**src/rtl/rhythm_lanes.sv**
```systemverilog
// rhythm_lanes: multi-lane scrolling note engine that judges synchronised button presses per lane.
// Optional feature macro RHYTHM_WRONG_PRESS_EN: a press on an empty hit zone counts as a miss.
module rhythm_lanes #(
    parameter int LANES       = 4,
    parameter int PATTERN_LEN = 32,
    parameter int TRACK_LEN   = 8,
    parameter int TICK_W      = 23
) (
    input  logic                           clk,
    input  logic                           n_rst,
    input  logic                           start,
    input  logic [TICK_W-1:0]              div,
    input  logic [LANES*PATTERN_LEN-1:0]   patterns,
    input  logic [LANES-1:0]               buttons,
    output logic [LANES*TRACK_LEN-1:0]     track,
    output logic [7:0]                     num_hits,
    output logic [7:0]                     num_misses,
    output logic [7:0]                     score,
    output logic                           hit,
    output logic                           missed,
    output logic                           done
);
    localparam int STEPS  = PATTERN_LEN + TRACK_LEN;
    localparam int STEP_W = $clog2(STEPS + 1);
    localparam int CNT_W  = 4;

    typedef enum logic [1:0] {IDLE = 2'd0, LOAD = 2'd1, PLAY = 2'd2, DONE = 2'd3} state_t;

    state_t                         state_r, state_next_s;
    logic [TICK_W-1:0]              div_r, timer_r;
    logic [STEP_W-1:0]              step_cnt_r;
    logic [LANES*PATTERN_LEN-1:0]   src_r, src_next_s;
    logic [LANES*TRACK_LEN-1:0]     track_r, track_next_s;
    logic [LANES-1:0]               meta_r, sync_r, prev_r, rise_s, hit_lane_s, miss_lane_s;
    logic [7:0]                     hits_r, misses_r, score_r, streak_r;
    logic                           hit_r, missed_r, done_r;
    logic                           playing_s, step_s, last_step_s;
    logic [CNT_W-1:0]               n_hit_s, n_miss_s, need_s, bonus_s;
    logic [TRACK_LEN-1:0]           lane_s;
    logic [PATTERN_LEN-1:0]         src_lane_s;

    function automatic logic [CNT_W-1:0] count_ones(input logic [LANES-1:0] v);
        logic [CNT_W-1:0] n;
        n = {CNT_W{1'b0}};
        for (int i = 0; i < LANES; i++) begin
            n = n + {{(CNT_W-1){1'b0}}, v[i]};
        end
        return n;
    endfunction

    function automatic logic [7:0] sat_add(input logic [7:0] a, input logic [CNT_W:0] b);
        logic [8:0] s;
        s = {1'b0, a} + {{(8-CNT_W){1'b0}}, b};
        return s[8] ? 8'hFF : s[7:0];
    endfunction

    assign rise_s      = sync_r & ~prev_r;
    assign playing_s   = (state_r == PLAY);
    assign step_s      = playing_s && (timer_r == div_r);
    assign last_step_s = step_s && (step_cnt_r == STEP_W'(STEPS - 1));

    // Next-state selection; start restarts the track from any state.
    always_comb begin
        state_next_s = state_r;
        if (start) begin
            state_next_s = LOAD;
        end else begin
            case (state_r)
                IDLE:    state_next_s = IDLE;
                LOAD:    state_next_s = PLAY;
                PLAY:    state_next_s = last_step_s ? DONE : PLAY;
                DONE:    state_next_s = DONE;
                default: state_next_s = IDLE;
            endcase
        end
    end

    // Per-lane judging and scrolling; a press is judged on the pre-shift hit-zone bit.
    always_comb begin
        track_next_s = track_r;
        src_next_s   = src_r;
        hit_lane_s   = {LANES{1'b0}};
        miss_lane_s  = {LANES{1'b0}};
        lane_s       = {TRACK_LEN{1'b0}};
        src_lane_s   = {PATTERN_LEN{1'b0}};
        for (int k = 0; k < LANES; k++) begin
            lane_s        = track_r[k*TRACK_LEN +: TRACK_LEN];
            src_lane_s    = src_r[k*PATTERN_LEN +: PATTERN_LEN];
            hit_lane_s[k] = playing_s & rise_s[k] & lane_s[0];
`ifdef RHYTHM_WRONG_PRESS_EN
            miss_lane_s[k] = (step_s & lane_s[0] & ~hit_lane_s[k]) | (playing_s & rise_s[k] & ~lane_s[0]);
`else
            miss_lane_s[k] = step_s & lane_s[0] & ~hit_lane_s[k];
`endif
            if (step_s) begin
                lane_s     = {src_lane_s[0], lane_s[TRACK_LEN-1:1]};
                src_lane_s = {1'b0, src_lane_s[PATTERN_LEN-1:1]};
            end else begin
                lane_s[0]  = lane_s[0] & ~hit_lane_s[k];
            end
            track_next_s[k*TRACK_LEN +: TRACK_LEN]   = lane_s;
            src_next_s[k*PATTERN_LEN +: PATTERN_LEN] = src_lane_s;
        end
    end

    // Hit/miss counts and double-score bonus; the streak grows hit by hit within a cycle.
    always_comb begin
        n_hit_s  = count_ones(hit_lane_s);
        n_miss_s = count_ones(miss_lane_s);
        need_s   = 4'd4 - {2'b00, streak_r[1:0]};
        if (streak_r >= 8'd4) begin
            bonus_s = n_hit_s;
        end else if (n_hit_s > need_s) begin
            bonus_s = n_hit_s - need_s;
        end else begin
            bonus_s = 4'd0;
        end
    end

    // State, synchroniser, track and counter registers.
    always_ff @(posedge clk or negedge n_rst) begin
        if (!n_rst) begin
            state_r    <= IDLE;
            meta_r     <= {LANES{1'b0}};
            sync_r     <= {LANES{1'b0}};
            prev_r     <= {LANES{1'b0}};
            div_r      <= {TICK_W{1'b0}};
            timer_r    <= {TICK_W{1'b0}};
            step_cnt_r <= {STEP_W{1'b0}};
            src_r      <= {(LANES*PATTERN_LEN){1'b0}};
            track_r    <= {(LANES*TRACK_LEN){1'b0}};
            hits_r     <= 8'd0;
            misses_r   <= 8'd0;
            score_r    <= 8'd0;
            streak_r   <= 8'd0;
            hit_r      <= 1'b0;
            missed_r   <= 1'b0;
            done_r     <= 1'b0;
        end else begin
            meta_r  <= buttons;
            sync_r  <= meta_r;
            prev_r  <= sync_r;
            state_r <= state_next_s;
            done_r  <= (state_next_s == DONE);
            if (start) begin
                div_r      <= div;
                src_r      <= patterns;
                timer_r    <= {TICK_W{1'b0}};
                step_cnt_r <= {STEP_W{1'b0}};
                track_r    <= {(LANES*TRACK_LEN){1'b0}};
                hits_r     <= 8'd0;
                misses_r   <= 8'd0;
                score_r    <= 8'd0;
                streak_r   <= 8'd0;
                hit_r      <= 1'b0;
                missed_r   <= 1'b0;
            end else if (playing_s) begin
                track_r    <= track_next_s;
                src_r      <= src_next_s;
                timer_r    <= step_s ? {TICK_W{1'b0}} : timer_r + TICK_W'(1);
                step_cnt_r <= step_cnt_r + {{(STEP_W-1){1'b0}}, step_s};
                hits_r     <= sat_add(hits_r, {1'b0, n_hit_s});
                misses_r   <= sat_add(misses_r, {1'b0, n_miss_s});
                score_r    <= sat_add(score_r, {1'b0, n_hit_s} + {1'b0, bonus_s});
                streak_r   <= (n_miss_s != 4'd0) ? 8'd0 : sat_add(streak_r, {1'b0, n_hit_s});
                hit_r      <= (n_hit_s != 4'd0);
                missed_r   <= (n_miss_s != 4'd0);
            end else begin
                hit_r      <= 1'b0;
                missed_r   <= 1'b0;
            end
        end
    end

    assign track      = track_r;
    assign num_hits   = hits_r;
    assign num_misses = misses_r;
    assign score      = score_r;
    assign hit        = hit_r;
    assign missed     = missed_r;
    assign done       = done_r;

endmodule

```
**config.mk**
```make
export PLATFORM = sky130hd
export DESIGN_NAME = rhythm_lanes
export DESIGN_NICKNAME = d
export VERILOG_FILES = /design/src/rtl/rhythm_lanes.sv
export SDC_FILE = /design/constraint.sdc
export NUM_CORES = 1
export LEC_CHECK = 0
export ABC_AREA = 1
export CAP_MARGIN = 20
export CORE_UTILIZATION = 58
export CTS_CLUSTER_DIAMETER = 100
export DETAILED_ROUTE_END_ITERATION = 6
export DONT_BUFFER_PORTS = 1
export PLACE_DENSITY = 0.86
export SYNTH_ARGS = -nofsm -noshare
export SYNTH_HDL_FRONTEND = slang
export SYNTH_SLANG_ARGS = --single-unit
```
**constraint.sdc**
```tcl
create_clock -name clk -period 5.05 [get_ports clk]
set_input_delay 0.2525 -clock clk [delete_from_list [all_inputs] [get_ports clk]]
set_output_delay 0.2525 -clock clk [all_outputs]
set_load 0.03 [all_outputs]
```
; ---- Word-level counts from Yosys, hierarchy flattened
; Cells that the tools add are included.
[word_totals]
ff_bits = 261
latch_bits = 0
mem_bits_rw = 0
romBits = 0
input_bits = 158
elab_cells = 117
mem_count = 0
[op_classes]
n_addsub = 15
multipliers = 0
div_mod_pow = 0
magnitude_cmp = 2
n_eq_ne = 6
shifts = 0
mux = 43
bitwise_logic = 26
reduce_logical = 8
[op_table]
columns = operator, count
row1 = two-way mux 128 bit, 2
row2 = two-way mux 32 bit, 6
row3 = two-way mux 8 bit, 13
row4 = two-way mux 23 bit, 3
row5 = two-way mux 7 bit, 4
row6 = adder 8 x 4 -> 9 bit, 3
row7 = adder 23 x 1 -> 23 bit (second input constant), 1
row8 = equality test 23 bit, 1
row9 = AND 1 bit, 20
row10 = two-way mux 6 bit, 2
row11 = adder 8 x 5 -> 9 bit, 1
row12 = two-way mux 1 bit, 9
row13 = adder 3 x 1 -> 4 bit, 2
row14 = greater-or-equal comparator 8 x 3 -> 1 bit (second input constant), 1
row15 = two-way mux 4 bit, 2
row16 = one-hot mux 2 bit (4 select lines), 1
row17 = nonzero test 4 bit, 2
row18 = adder 2 x 1 -> 3 bit, 2
row19 = adder 6 x 1 -> 6 bit, 1
row20 = equality test 2 bit (second input constant), 3
row21 = equality test 6 bit (second input constant), 1
row22 = adder 4 x 4 -> 5 bit, 1
row23 = adder 1 x 1 -> 2 bit, 2
row24 = AND 4 bit, 1
row25 = other kinds (11), 16

; ---- Longest topological paths before layout
; Gate-level depths: netlist (run 1).
[logic_depth]
depth_word = 15
ltp_mapped = 25
mapped_depth_nobuf = 25

; ---- Least setup slack after synthesis (run 1)
; No wires, ideal clock.
[synth_timing]
path_type = reg-to-reg
from = reg state_r[0]
to = reg score_r[5] (netlist: score[5])
arrival_ps = 4673
required_time_ps = 4927
setup_slack_ps = 254
stages_incl_launch_ff = 21
path_cell_list = dfrtp_1 -> nor2_4 -> nand3b_1 -> nor2_1 -> fa_1 -> ha_1 -> ha_1 -> inv_1 -> fa_1 -> fa_1 -> a31oi_1 -> nand2_1 -> o22ai_1 -> fa_1 -> ha_1 -> fa_1 -> nand3_1 -> nand3_1 -> xor2_1 -> o21ai_0 -> nand2_1
[synth_between]
elab_chain_cells = 14
elab_cells_between_ends = 22
cone_classes = add/sub: 6 / order compare: 1 / eq/ne: 1 / mux: 5 / bitwise: 8 / reduce/logical: 1
[synth_lines]
columns = element, line_no
row1 = from (decl), 29  ; state_t state_r, state_next_s;
row2 = from (signal assigned), 143  ; state_r <= state_next_s;
row3 = equality test 2 bit (*), 58  ; assign playing_s = (state_r == PLAY);
row4 = AND 1 bit (2 in a row), 89  ; hit_lane_s[k] = playing_s & rise_s[k] & lane_s[0];
row5 = adder 1 x 1 -> 2 bit, 46  ; n = n + {{(CNT_W-1){1'b0}}, v[i]};
row6 = adder 2 x 1 -> 3 bit, 46
row7 = adder 3 x 1 -> 4 bit, 46
row8 = subtractor 4 bit or greater-than comparator 4 bit (tied branches), "114, 113"
row9 = two-way mux 4 bit, 113  ; end else if (n_hit_s > need_s) begin
row10 = two-way mux 4 bit, 111  ; if (streak_r >= 8'd4) begin
row11 = adder 4 x 4 -> 5 bit, 164  ; score_r <= sat_add(score_r, {1'b0, n_hit_s} + {1'b0, bonus_s});
row12 = adder 8 x 5 -> 9 bit, 53  ; s = {1'b0, a} + {{(8-CNT_W){1'b0}}, b};
row13 = two-way mux 8 bit, 54  ; return s[8] ? 8'hFF : s[7:0];
row14 = two-way mux 8 bit, 157  ; end else if (playing_s) begin
row15 = two-way mux 8 bit, 145  ; if (start) begin
row16 = to (signal assigned), 164
row17 = to (decl), 35  ; logic [7:0] hits_r, misses_r, score_r, streak_r;
; Mark *: on every way between the ends. The rest lies on a longest branch, timed or not. The select of a mux whose other input is x is not followed.
; A chain may end at the register's enable or synchronous reset.

; ---- Worst setup path in the final report (run 1)
[layout_timing]
from = reg state_r[0]
to = reg score_r[6] (netlist: score[6])
; The elaborated chain is that of the path after synthesis.

==> run metrics, run 1 <==
status finished with violations; failing checks design-rule violations, negative hold slack; multiplexer area fraction after synthesis 0%; Initial Util 59.45%; largest net degree at the start of global routing about 260; synth warn 0; Setup-failing EPs final 0; Synth top area share 48.37%; initial antenna violation count 2; CTS hold repair buffers 158; Slew Limit Fails 0; number of flops mapped to enable cells by yosys 0; #FFs+latches synth ~260; top cell type by total area after synthesis dfrtp_1; clock latency on the worst-skew pair 560 ps; Synth Area per Inst around 7.5 µm²; Placer Congestion around 0.96; Die H ~150 µm; Top Family by Delay on Critical Path adder cells; post-DP HPWL around 21 mm; RR Endpoint score[6]$_DFFE_PN0P_; total CTS buffers 29; initial DRC count approximately 1200; path type of the worst setup path reg -> reg; fin crit period approximately 5000 ps; # port buffers 0; IO Count about 220; slowest CP cell fa_1; clk buf depth 3; Hold WS -612.4 ps; global-route wire length before repair 60.94 mm; via count 12630; CTS tree built; clock-pin transition on the worst setup and hold timing paths 60 ps; max_cap viols 0; Die W 154.6 µm; count of antenna-violating nets left after detailed routing 0; DRT Pass-1 Iters 7; DIE AREA 23890 µm²; share of layout cells above drive strength 1 about 5%; global route overflow 0; Root Driver clkbuf_16; H-Tree Level Count 1; leakage power 7.999 nW; Worst EP required 5450 ps; Worst R2R Start state_r[0]$_DFF_PN0_; post-synthesis adder-cell area fraction under 10%; Total GRT Usage roughly a third; vias in the first global route 12610; Crit Path Max Fanout 5; FP Rows 55; asr flop ratio synth 100.0%; DRT Wirelength between 30 and 40 mm; worst vdd ir 0.2812 mV; Critical Path AT 5350 ps; PnR Total Power 0.004831 W; Main synth FF type dfrtp_1; largest family of logic cells by synthesized area simple AND/OR/NAND/NOR gates; CP Capture Type register; most frequent cells in the layout nand2_1, dfrtp_1, o21ai_0; commonest non-fill, non-tap cell in the layout nand2_1; Distinct cells, synth 38; top post-synthesis cells by area dfrtp_1, nand2_1, o21ai_0; critical path cell sequence nor2_4 -> nand3b_1 -> nor2_2 -> fa_1 -> ha_4 -> ha_4 -> inv_4 -> fa_2 -> fa_2 -> a31oi_4 -> nand2_2 -> nor2_1 -> a21oi_1 -> fa_1 -> inv_1 -> ha_1 -> nand3_1 -> nand2_1 -> nand2_1 -> nand2_1 -> nand2_1 -> nor3_1 -> nor3_1; largest stage delay on the critical path between 400 and 500 ps; drt wl/cell about 17 µm; fin util 71.09%; most used cell, CP nand2_1; vias per cell 5.690; Syn-to-layout area delta 19.56%; core area 22710 µm²; fin nets ~2100; Remaining DRCs 2; Seq/Total Area, Yosys 48.37%; synthesized cell area 13500 µm²; XOR/XNOR share of the synthesized area 0.9730%; Mapped Nets 1986; Placed Cells incl. Taps about 2000; crit share post-route 98.02%; WP buf/inv 2; Syn Inst Count 1792; Hold WC Path Type in -> async; Worst Tran Pin Value 1023 ps; R2R depth 23; Critical Path Source Type register; complex-gate fraction of the synthesized area 11.20%; headroom to the max-slew limit 31.83%; Peak Freq 0.2020 GHz; simple-gate portion of the synthesized area 26.79%; reg2reg setup slack 100 ps; Hold Vio Cnt, Final 261; P per Cell Area 299.2 nW/µm²; # clock sinks 261; Setup Skew 18.78 ps; non-filler cells, final around 2200; FILL cells 1564
-- final cells by class --
class / instances / area, µm² / area share [%]
clock inverter: 7 / 78.83 / 0.4883
clock buffer: 41 / 830.8 / 5.146
timing repair buffer: 177 / 1754 / 10.87
sequential: 261 / 6531 / 40.46
antenna: 2 / 5.005 / 0.03100
inverter: 184 / 694.4 / 4.302
tap: 285 / 356.6 / 2.209
multi-input combinational: 1262 / 5892 / 36.50
-- metal layers --
metal,vias to the layer above,part of all wire (%),global-route usage [%]
li1,5849,-,-
met2,665,49,53.91
met5,-,0,0
met4,0,4.7,14.52
met3,150,8.4,6.837
met1,5962,38,38.66
-- logic make-up (layout without fill, tap and decap cells) --
logic type      count (synthesis)  count (layout)
buf+inv                       269             409
other cells                     0               2
fa+ha+maj                      36              36
flops                         261             261
simple gates                  917             917
xor+xnor                       15              15
compound gates                294             294
-- repair_timing --
action	in CTS	in global routing
buffers inserted	4	4
resized for setup	8	19
gates cloned	0	0
setup endpoints to repair	8	8
pin swaps	3	10
hold endpoints to repair	446	261
-- how the worst max path moves through the flow --
stage	slack, ps	cells past startpoint	end	start
floorplan	250	20	score[5]$_DFFE_PN0P_	state_r[0]$_DFF_PN0_
global placement	150	22	score[2]$_DFFE_PN0P_	state_r[0]$_DFF_PN0_
detailed placement	-390	22	score[7]$_DFFE_PN0P_	state_r[0]$_DFF_PN0_
CTS	6	23	score[7]$_DFFE_PN0P_	state_r[1]$_DFF_PN0_
global route	-90	22	score[0]$_DFFE_PN0P_	state_r[0]$_DFF_PN0_
finish	100	23	score[6]$_DFFE_PN0P_	state_r[0]$_DFF_PN0_
-- Yosys cell counts (5+ instances only) --
| master | n |
|---|---|
| nand3_1 | 47 |
| ha_1 | 25 |
| buf_4 | 11 |
| nor2_1 | 105 |
| o21ai_1 | 27 |
| nand4_1 | 10 |
| inv_1 | 179 |
| o22ai_1 | 5 |
| inv_2 | 5 |
| dfrtp_1 | 261 |
| nand2_1 | 719 |
| buf_6 | 15 |
| fa_1 | 11 |
| o21ai_0 | 230 |
| a21oi_1 | 17 |
| buf_2 | 10 |
| a31oi_1 | 5 |
| xor2_1 | 12 |
| nor3_1 | 19 |
| clkbuf_1 | 45 |
-- flip-flops by register name (all words and copies together) (netlist names), 2 cells and up --
| register | cells |
|---|---|
| num_hits | 8 |
| score | 8 |
| streak_r | 8 |
| track | 32 |
| state_r | 2 |
| div_r | 23 |
| sync_r | 4 |
| step_cnt_r | 6 |
| timer_r | 23 |
| prev_r | 4 |
| meta_r | 4 |
| num_misses | 8 |
| src_r | 128 |
-- stage by stage --
| step | area, µm² | setup WS [ps] | setup TNS, ps |
|---|---|---|---|
| after CTS | 16050 | 6.151 | 0 |
| after global placement | 13470 | 146.1 | 0 |
| after detailed placement | 13470 | -392.8 | -2289 |
| after global routing | 16140 | -90.76 | -362.6 |
| final | 16140 | 99.78 | 0 |
| after floorplan | 13500 | 254.2 | 0 |
-- where the power goes --
group          leakage, nW  switching [W]  total (W)  internal, W
sequential            3.39      0.0000544    0.00229      0.00223
clock                0.451       0.000846    0.00204      0.00119
combinational         4.16       0.000301   0.000508     0.000206
-- worst reg2reg max path, stage by stage (launching register included) --
cell and delay [ps]:
dfrtp_1 410, nor2_4 170, nand3b_1 150, nor2_2 160
fa_1 440, ha_4 190, ha_4 280, inv_4 60
fa_2 400, fa_2 400, a31oi_4 170, nand2_2 120
nor2_1 120, a21oi_1 70, fa_1 490, inv_1 70
ha_1 280, nand3_1 60, nand2_1 110, nand2_1 60
nand2_1 120, nand2_1 130, nor3_1 240, nor3_1 90
No activity file was read; power rests on OpenSTA's default activity.
==> run 2, diff against run 1 <==
Settings changed: ABC_AREA 1 to default, CORE_MARGIN from default to 8.
==> run metrics, run 2 <==
simple-gate portion of the synthesized area 12.60%; Main synth FF type dfrtp_1; stop err [ERROR RSZ-0060] Max buffer count reached.; Seq/Total Area, Yosys 48.76%; total CTS buffers 28; Mapped Nets 1461; status stopped before the end; Distinct cells, synth 68; Placer Congestion 0.8768; synth cell count leaders dfrtp_1, clkbuf_1, nand2_1; #FFs+latches synth 261; Die W 168.0 µm; number of flops mapped to enable cells by yosys 0; Halt Stage 4_1_cts; count leader, synth dfrtp_1; Synth Area per Inst 10.57 µm²; complex-gate fraction of the synthesized area between 20 and 25%; # port buffers 0; Root Driver clkbuf_16; top cell type by total area after synthesis dfrtp_1; H-Tree Level Count 1; post-DP HPWL 22.11 mm; post-synthesis adder-cell area fraction approximately 4.0%; Post-Place Setup Slack -48.52 ps; clk buf depth 3; postcts setup bufs 0; synthesized cell area 13390 µm²; Synth top area share a little under 50%; asr flop ratio synth between 90% and 100%; synth warn 0; largest family of logic cells by synthesized area compound AO/OA/AOI/OAI gates; XOR/XNOR share of the synthesized area 3.120%; Syn Inst Count approximately 1300; Initial Util 59.16%; # clock sinks 261; Post-CTS Resized 0; CTS hold repair buffers approximately 300; IO Count 217; Die H 168.0 µm; FP Rows 55; top post-synthesis cells by area dfrtp_1, a221o_1, a41oi_1; multiplexer area fraction after synthesis under 10%
[run 2: cell count changes after synthesis, moves of 20 or more]
cell and change:
nand2_1 -646, o21ai_0 -185, inv_1 -158, a41oi_1 +61
a2bb2oi_1 +59, o31ai_1 +59, nor2_1 -56, a221o_1 +54
clkbuf_1 +44, nor2b_1 +43, a21oi_1 +40, o21ai_1 -27
mux2_2 +23, and4_1 +20
[run 2: cells by family after synthesis]
logic type / count (synthesis)
buffers and inverters: 155
adder cells (fa/ha/maj): 36
flip-flops: 261
XOR/XNOR: 46
AND/OR/NAND/NOR: 317
multiplexers: 27
AO/OA/AOI/OAI: 425
[run 2: through the flow]
stage,cell area (µm²),util [%],instances
3_5_place_dp,13440,59.37,1437
3_3_place_gp,13440,59.37,1437
2_1_floorplan,13530,-,1267
==> run 3, diff against run 2 <==
Settings changed: CORE_UTILIZATION 58 to 40, CTS_CLUSTER_DIAMETER 100 to default, PLACE_DENSITY 0.86 to default, PLACE_DENSITY_LB_ADDON from default to 0.15.
Clock period 5.05 ns to 6.6 ns, I/O delays scaled along.
==> run metrics, run 3 <==
status complete, no violations; Slew Limit Fails 0; max_cap viols 0; number of flops mapped to enable cells by yosys 0; DRT Wirelength approximately 42 mm; leakage power about 6.7 nW; Mapped Nets 1461; most used cell, CP fa_1; Critical Path AT approximately 6000 ps; Peak Freq 0.1748 GHz; Die W 199.0 µm; vias in the first global route between 10000 and 15000; total CTS buffers 31; top cell type by total area after synthesis dfrtp_1; RR Endpoint score[7]$_DFFE_PN0P_; critical path cell sequence inv_1 -> nor4_1 -> fa_1 -> ha_1 -> ha_1 -> inv_1 -> fa_1 -> fa_1 -> or3_1 -> o21ai_0 -> fa_1 -> ha_1 -> fa_1 -> a21o_1 -> a21oi_1 -> nor3b_1 -> o21ai_0 -> a31oi_1; commonest non-fill, non-tap cell in the layout dfrtp_1; Setup-failing EPs final 0; Syn-to-layout area delta 21.20%; Hold WC Path Type in -> reg; Setup Skew 14.07 ps; Distinct cells, synth 68; clock share of power 44.1%; FILL cells 3058; P per Cell Area about 240 nW/µm²; Endpoint, Worst Hold src_r[92]$_DFFE_PN0P_; Synth Area per Inst 10.57 µm²; clock latency on the worst-skew pair 560 ps; FP Rows 67; clock-pin transition on the worst setup and hold timing paths 60 ps; CTS hold repair buffers roughly 160; most frequent cells in the layout dfrtp_1, dlygate4sd3_1, nand2_1; CP Capture Type register; asr flop ratio synth 100.0%; H-Tree Level Count 1; Root Driver clkbuf_16; count of antenna-violating nets left after detailed routing 0; Syn Inst Count roughly 1300; clk buf depth 3; synth warn 0; Crit Path Max Fanout 6; setup TNS 0 ps; share of layout cells above drive strength 1 7.760%; path type of the worst setup path reg -> reg; headroom to the max-slew limit between 20% and 30%; synth cell count leaders dfrtp_1, clkbuf_1, nand2_1; Biggest register src_r; crit share post-route between 80% and 90%; global-route wire length before repair ~67 mm; Hold Vio Cnt, Final 0; Initial Util 40.25%; Die H ~200 µm; vias per cell around 6.0; Worst EP required about 7000 ps; largest net degree at the start of global routing 262; Synth top area share approximately half; # port buffers 0; DRT Pass-1 Iters 5; initial antenna violation count 4; global route overflow 0; reg2reg setup slack 880 ps; fin nets 1538; Post-CTS Resized 0; drt wl/cell 23.31 µm; hold wc startpoint start; synthesized cell area 13390 µm²; Seq/Total Area, Yosys 48.76%; Hold Path Depth 2; count leader, synth dfrtp_1; initial DRC count 796; #FFs+latches synth 261; sequential power share 45.8%; Total GRT Usage roughly a fifth; Sw Share around 25%; slowest CP cell dfrtp_1; # clock sinks roughly 260; worst vdd ir 0.1853 mV; Placer Congestion 0.7671; fin crit period around 5700 ps; Main synth FF type dfrtp_1; P_int 0.002890 W; DIE AREA 39600 µm²; CTS tree built; unrepaired setup endpoints after global routing false; area of the multi-input gates 6236 µm²; via count 10950; IO Count 217; postcts setup bufs 0; R2R depth 18; cell area after layout between 15000 and 20000 µm²; switching pwr 0.0009421 W; Largest register FFs 128; combinational share of power 10.1%; Area after DPL between 10000 and 15000 µm²; core area 33280 µm²; Critical Path Source Type register; Worst R2R Start track[24]$_DFFE_PN0P_; Remaining DRCs 0; Worst Tran Pin Value roughly 1100 ps; sequential cell area around 6500 µm²; top post-synthesis cells by area dfrtp_1, a221o_1, a41oi_1; post-DP HPWL 23.64 mm; largest stage delay on the critical path 570 ps
==> run 3: worst max path at each step <==
| stage | endpoint | cells past startpoint | start | slack [ps] |
|---|---|---|---|---|
| 2_1_floorplan | score[7]$_DFFE_PN0P_ | 21 | state_r[0]$_DFF_PN0_ | 830 |
| 3_5_place_dp | score[7]$_DFFE_PN0P_ | 18 | track[24]$_DFFE_PN0P_ | 880 |
| 3_3_place_gp | score[7]$_DFFE_PN0P_ | 18 | track[24]$_DFFE_PN0P_ | 920 |
| 4_1_cts | score[2]$_DFFE_PN0P_ | 19 | track[24]$_DFFE_PN0P_ | 860 |
| 5_1_grt | score[7]$_DFFE_PN0P_ | 18 | track[24]$_DFFE_PN0P_ | 410 |
| 6_report | score[7]$_DFFE_PN0P_ | 18 | track[24]$_DFFE_PN0P_ | 880 |
==> run 3: layer usage <==
| layer | vias to the layer above | wire length (µm) | track usage (%) |
|---|---|---|---|
| met4 | 6 | 985 | 5.408 |
| met1 | 5593 | 19390 | 30.28 |
| met5 | - | 37 | 0 |
| li1 | 4985 | - | - |
| met2 | 304 | 19290 | 32.40 |
| met3 | 63 | 2640 | 4.094 |
==> run 3: logic make-up after synthesis <==
family	Yosys count	share of synthesized area [%]
simple gates	317	12.60
xor+xnor	46	3.120
mux	27	2.233
buf+inv	155	4.942
compound gates	425	24.36
fa+ha+maj	36	3.979
flops	261	48.76
==> run 3: cell type report <==
class,instances,area share (%)
antenna,2,0.03083
timing repair buffer,177,11.21
inverter,22,0.5241
clock buffer,45,5.472
sequential,261,40.23
clock inverter,10,0.6705
tap,448,3.453
multi-input combinational,851,38.41
==> run 3: per-stage QoR <==
| stage | total power [W] | setup WS, ps | hold slack, ps | utilization [%] | instances |
|---|---|---|---|---|---|
| global route | 0.003992 | 411.0 | 53.58 | 48.78 | 1816 |
| detailed placement | 0.002023 | 880.5 | 44.61 | 40.60 | 1595 |
| floorplan | 0.001984 | 834.9 | 34.41 | - | 1267 |
| global placement | 0.002018 | 921.0 | 43.59 | 40.60 | 1595 |
| finish | 0.003832 | 878.9 | 58.07 | 48.78 | 1816 |
| CTS | 0.003879 | 863.3 | 12.67 | 48.57 | 1811 |
==> run 3: power groups by stage <==
stage,logic (W),clock network [W],registers (W)
2_1_floorplan,0.000219,0,0.00177
3_3_place_gp,0.000237,0,0.00178
3_5_place_dp,0.000241,0,0.00178
4_1_cts,0.000388,0.00174,0.00175
5_1_grt,0.000427,0.00180,0.00177
6_report,0.000388,0.00169,0.00175
==> run 3: critical path: cells and delay by family (launching register included) <==
kind,cells,cell delay [ps]
adder cells (fa/ha/maj),8,3050
AO/OA/AOI/OAI,5,860
AND/OR/NAND/NOR,3,830
flip-flops,1,570
buffers and inverters,2,270
